==> src/rtl/serial_adder.sv <==
// Bit-serial WIDTH-bit adder: one full-adder cell plus a carry flop, LSB first.
// S/Cout are registered and update only when the last bit has been processed.
module serial_adder #(
    parameter int WIDTH = 8
) (
    input  logic             clk,
    input  logic             rst_n,
    input  logic             start,
    input  logic [WIDTH-1:0] A,
    input  logic [WIDTH-1:0] B,
    input  logic             Cin,
    output logic             busy,
    output logic             done,
    output logic [WIDTH-1:0] S,
    output logic             Cout
);
    localparam int CW = $clog2(WIDTH + 1);

    typedef enum logic [1:0] {IDLE, RUN, DONE} state_t;

    state_t           state, state_next;
    logic [WIDTH-1:0] a_sh, b_sh, sum_sh, sum_next;
    logic             carry, s_bit, carry_next, last_bit;
    logic [CW-1:0]    cnt;

    assign s_bit      = a_sh[0] ^ b_sh[0] ^ carry;
    assign carry_next = (a_sh[0] & b_sh[0]) | (carry & (a_sh[0] ^ b_sh[0]));
    assign last_bit   = (cnt == CW'(WIDTH - 1));
    // New sum bit enters at the MSB; written this way so WIDTH=1 needs no special case.
    assign sum_next   = (sum_sh >> 1) | (WIDTH'(s_bit) << (WIDTH - 1));

    always_ff @(posedge clk or negedge rst_n) begin
        if (!rst_n) state <= IDLE;
        else        state <= state_next;
    end

    always_comb begin
        state_next = state;
        busy       = 1'b0;
        done       = 1'b0;
        case (state)
            IDLE: if (start) state_next = RUN;
            RUN: begin
                busy = 1'b1;
                if (last_bit) state_next = DONE;
            end
            DONE: begin
                done       = 1'b1;
                state_next = IDLE;
            end
            default: state_next = IDLE;
        endcase
    end

    always_ff @(posedge clk or negedge rst_n) begin
        if (!rst_n) begin
            a_sh   <= '0;
            b_sh   <= '0;
            sum_sh <= '0;
            carry  <= 1'b0;
            cnt    <= '0;
            S      <= '0;
            Cout   <= 1'b0;
        end else begin
            case (state)
                IDLE: if (start) begin
                    a_sh   <= A;
                    b_sh   <= B;
                    carry  <= Cin;
                    sum_sh <= '0;
                    cnt    <= '0;
                end
                RUN: begin
                    a_sh   <= a_sh >> 1;
                    b_sh   <= b_sh >> 1;
                    carry  <= carry_next;
                    sum_sh <= sum_next;
                    cnt    <= cnt + CW'(1);
                    // Publish only the complete result so S never shows partial sums.
                    if (last_bit) begin
                        S    <= sum_next;
                        Cout <= carry_next;
                    end
                end
                default: ;
            endcase
        end
    end
endmodule
==> config.mk <==
export PLATFORM = sky130hd
export DESIGN_NAME = serial_adder
export DESIGN_NICKNAME = d
export VERILOG_FILES = /design/src/rtl/serial_adder.sv
export SDC_FILE = /design/constraint.sdc
export NUM_CORES = 1
export LEC_CHECK = 0
export CORE_ASPECT_RATIO = 1.4
export CORE_MARGIN = 5
export CORE_UTILIZATION = 35
export DETAILED_ROUTE_END_ITERATION = 8
export HOLD_SLACK_MARGIN = 0.15
export PLACE_DENSITY_LB_ADDON = 0.05
export SLEW_MARGIN = 20
export SYNTH_ARGS = -nofsm -noshare
export SYNTH_HDL_FRONTEND = slang
export SYNTH_SLANG_ARGS = --single-unit
==> constraint.sdc <==
create_clock -name clk -period 1.5 [get_ports clk]
set_input_delay 0.375 -clock clk [delete_from_list [all_inputs] [get_ports clk]]
set_output_delay 0.375 -clock clk [all_outputs]
set_load 0.02 [all_outputs]
==> impl_results.md <==
* Total global routing overflow at 0
* Critical path data required time at 1120 ps
* Initial core utilization at 36.4%
* Worst setup path start: state[1]$_DFFE_PN0P_
* CTS root buf: clkbuf_8
* N_diodes at 0
* Clock Sinks at 39
* HPWL after DPL at 2760 um
* Syn nets at 168
* CTS tree: yes
* Seq pwr share at 38.0%
* Ys Warns at 0
* Clock skew at 8.02 ps
* Most common cell after layout, fill and taps aside: dfrtp_1
* Number of fill cells in the layout at 444
* Status: finished, violations left
* Die Span X at 68.5 um
* Post-DRT Antenna Nets at 0
* Worst Path Max Fanout at 2
* Max-Cap Viols at 0
* R2R setup slack at 60 ps
* Seq cells post-synth at 39
* CP arrival at 1150 ps
* Met2 wire len at 1990 um
* Post-Syn Area per Cell at 11.5 um2
* Placed Area at 2190 um2
* Routed len/inst at 14.4 um
* Buffers on Ports at 30
* Final setup viols at 1
* Die ar. at 6300 um2
* Residual DRC at 0
* Clock share of power at 18.6%
* FP Rows at 29
* FMAX at 657 MHz
* Final WL at 3830 um
* CTS Buf Count at 5
* Clk slew on worst S/H paths at 80 ps
* Gate power share at 43.4%
* Power Total at 0.00480 W
* Sum of negative setup slack at -22.7 ps
* Largest stage delay on the critical path at 400 ps
* R2r endpoint: Cout$_DFFE_PN0P_
* Final Hold Vio Count at 0
* Seq/Total Area, Yosys at 58.2%
* Worst R2R Start: state[1]$_DFFE_PN0P_
* Min Tclk post-route at 1520 ps
* Mapped Cells at 146
* Hold WC Path Type: flip-flop to flip-flop
* GP Congestion at 0.749
* Vias in the first global route at 1439
* Drt via density at 5.00
* Period utilisation layout at 102%
* Antenna violations before repair at 0
* Core area at 4610 um2
* Rel. slew slack at 83.1%
* Largest net degree at the start of global routing at 40
* H-tree Lvls at 2
* Drt first pass iters at 4
* Total track usage at 14.0%
* End of the critical path: done
* Leakage at 1.12 nW
* Cell-internal power at 0.00315 W
* Slew Viols, Final at 0
* P&R area growth vs syn at 44.6%
* Via count at 1324
* # nets final at 224
* Clock buffer depth at 2
* Commonest cells after routing, fill and taps aside: 38 x dfrtp_1, 22 x buf_4, 18 x o21ai_0, 18 x clkdlybuf4s50_1, 16 x a22oi_1
* Worst Setup End Kind: output port
* Post-route cell area at 2430 um2
* Failing checks: setup timing
* Critical path, cell by cell: buf_6, buf_6, nor2b_4, buf_6
* First-pass GRT wire length at 6710 um
* Switching share of total power at 34.3%
* Sequential cell area at 977 um2
* R2R depth at 5
* Net load switching power at 0.00165 W
* Top layer used by detailed routing: met4
* RSZ-0062 raised after global routing: yes
* Cell mode on critical path: buf_6
* Crit Path Category: flip-flop to output port
* Die Span Y at 91.9 um
* Clk Latency, worst-skew pair at 290 ps
* Initial DRC count at 37
* Final worst setup slack at -22.7 ps
* CP startpoint kind: flip-flop
* Wl on met1 at 1620 um
* Worst hold slack at 487 ps
* Distinct cell type count after synthesis at 23
* Power density over the cells at 1980 nW/um2
* Worst Tran Pin Value at 253 ps
* CP max-delay cell: dfrtp_1
* Met3 routed WL at 163 um
* VDD IR max at 0.834 mV
* Cell Area, Synth at 1680 um2
* Layout cells sized above 1 at 27.6%
* Place WS at -163 ps
* Multi-input gate area at 714 um2
* Ports at 31
[critical path, delay by kind of cell (launching register included)]
family,cells,cell delay [ps]
buffers and inverters,3,350
DFF,1,400
and+or+nand+nor,1,110
[repair_timing]
| item | in CTS | in global routing |
|---|---|---|
| setup buffers | 6 | 2 |
| hold buffers | 1 | 0 |
| setup endpoints to repair | 20 | 30 |
| cloned | 1 | 0 |
| pin swaps | 2 | 1 |
| hold endpoints to repair | 39 | 0 |
| resized for setup | 28 | 15 |
[synthesized netlist by cell type]
| cell | n | share of area [%] |
|---|---|---|
| a32o_1 | 1 | 0.60 |
| ha_1 | 1 | 0.75 |
| clkbuf_1 | 5 | 1.1 |
| o21ai_0 | 18 | 5.4 |
| nand2b_2 | 1 | 0.52 |
| a22oi_1 | 16 | 7.2 |
| and2_1 | 1 | 0.37 |
| nand3_1 | 1 | 0.30 |
| nor2b_1 | 11 | 4.1 |
| nand2_1 | 12 | 2.7 |
| inv_1 | 2 | 0.45 |
| fa_1 | 1 | 1.2 |
| a21oi_1 | 9 | 2.7 |
| buf_1 | 1 | 0.22 |
| mux2i_1 | 1 | 0.60 |
| dfrtp_1 | 39 | 58 |
| nor2_1 | 2 | 0.45 |
| nor3_4 | 1 | 0.97 |
| o31ai_1 | 1 | 0.45 |
| a22o_1 | 8 | 4.2 |
| mux2_2 | 9 | 6.0 |
| o21bai_1 | 1 | 0.45 |
| buf_2 | 4 | 1.2 |
[through the flow]
stage / cells / utilization [%]
after floorplan: 146 / -
after global placement: 249 / 47.5
after detailed placement: 249 / 47.5
after CTS: 265 / 52.5
after global routing: 265 / 52.6
final: 265 / 52.6
[kinds of logic after synthesis]
kind of cell	share of synthesized area, %
compound gates	20.9
flops	58.2
simple gates	9.40
fa+ha+maj	1.94
mux	6.64
buf+inv	2.98
[final cells by class]
| cell class | instances | share of cell area [%] |
|---|---|---|
| multi-input combinational | 95 | 29.4 |
| tap | 62 | 3.20 |
| clock buffer | 6 | 3.40 |
| sequential | 39 | 40.3 |
| clock inverter | 2 | 1.44 |
| timing repair buffer | 59 | 21.9 |
| inverter | 2 | 0.309 |
[worst min-delay path by stage]
stage | startpoint | to | slack (ps) | cells after the start
6_report | b_sh[5]$_DFFE_PN0P_ | b_sh[5]$_DFFE_PN0P_ | 490 | 2
5_1_grt | b_sh[5]$_DFFE_PN0P_ | b_sh[5]$_DFFE_PN0P_ | 520 | 2
4_1_cts | b_sh[5]$_DFFE_PN0P_ | b_sh[5]$_DFFE_PN0P_ | 490 | 2
3_5_place_dp | rst_n | sum_sh[2]$_DFFE_PN0P_ | 360 | 2
3_3_place_gp | rst_n | S[1]$_DFFE_PN0P_ | 360 | 2
2_1_floorplan | rst_n | Cout$_DFFE_PN0P_ | 80 | 0
[power by group through the flow]
| stage | clock, W | combinational [W] | sequential, W |
|---|---|---|---|
| global route | 0.000971 | 0.00230 | 0.00189 |
| global placement | 0 | 0.00192 | 0.00180 |
| CTS | 0.000924 | 0.00209 | 0.00182 |
| floorplan | 0 | 0.00102 | 0.00187 |
| finish | 0.000895 | 0.00208 | 0.00182 |
| detailed placement | 0 | 0.00195 | 0.00183 |
[routing by layer]
layer,track usage [%],up-vias
li1,-,638
met1,16.9,649
met2,23.4,31
met3,3.79,6
met4,4.81,0
met5,0,-
[flip-flops by register name, indices dropped and copies added, names as in the netlist]
register / flops
S: 8
b_sh: 8
a_sh: 8
state: 2
sum_sh: 7
cnt: 4
carry: 1
Cout: 1
Power figures use the tool's default switching activity.
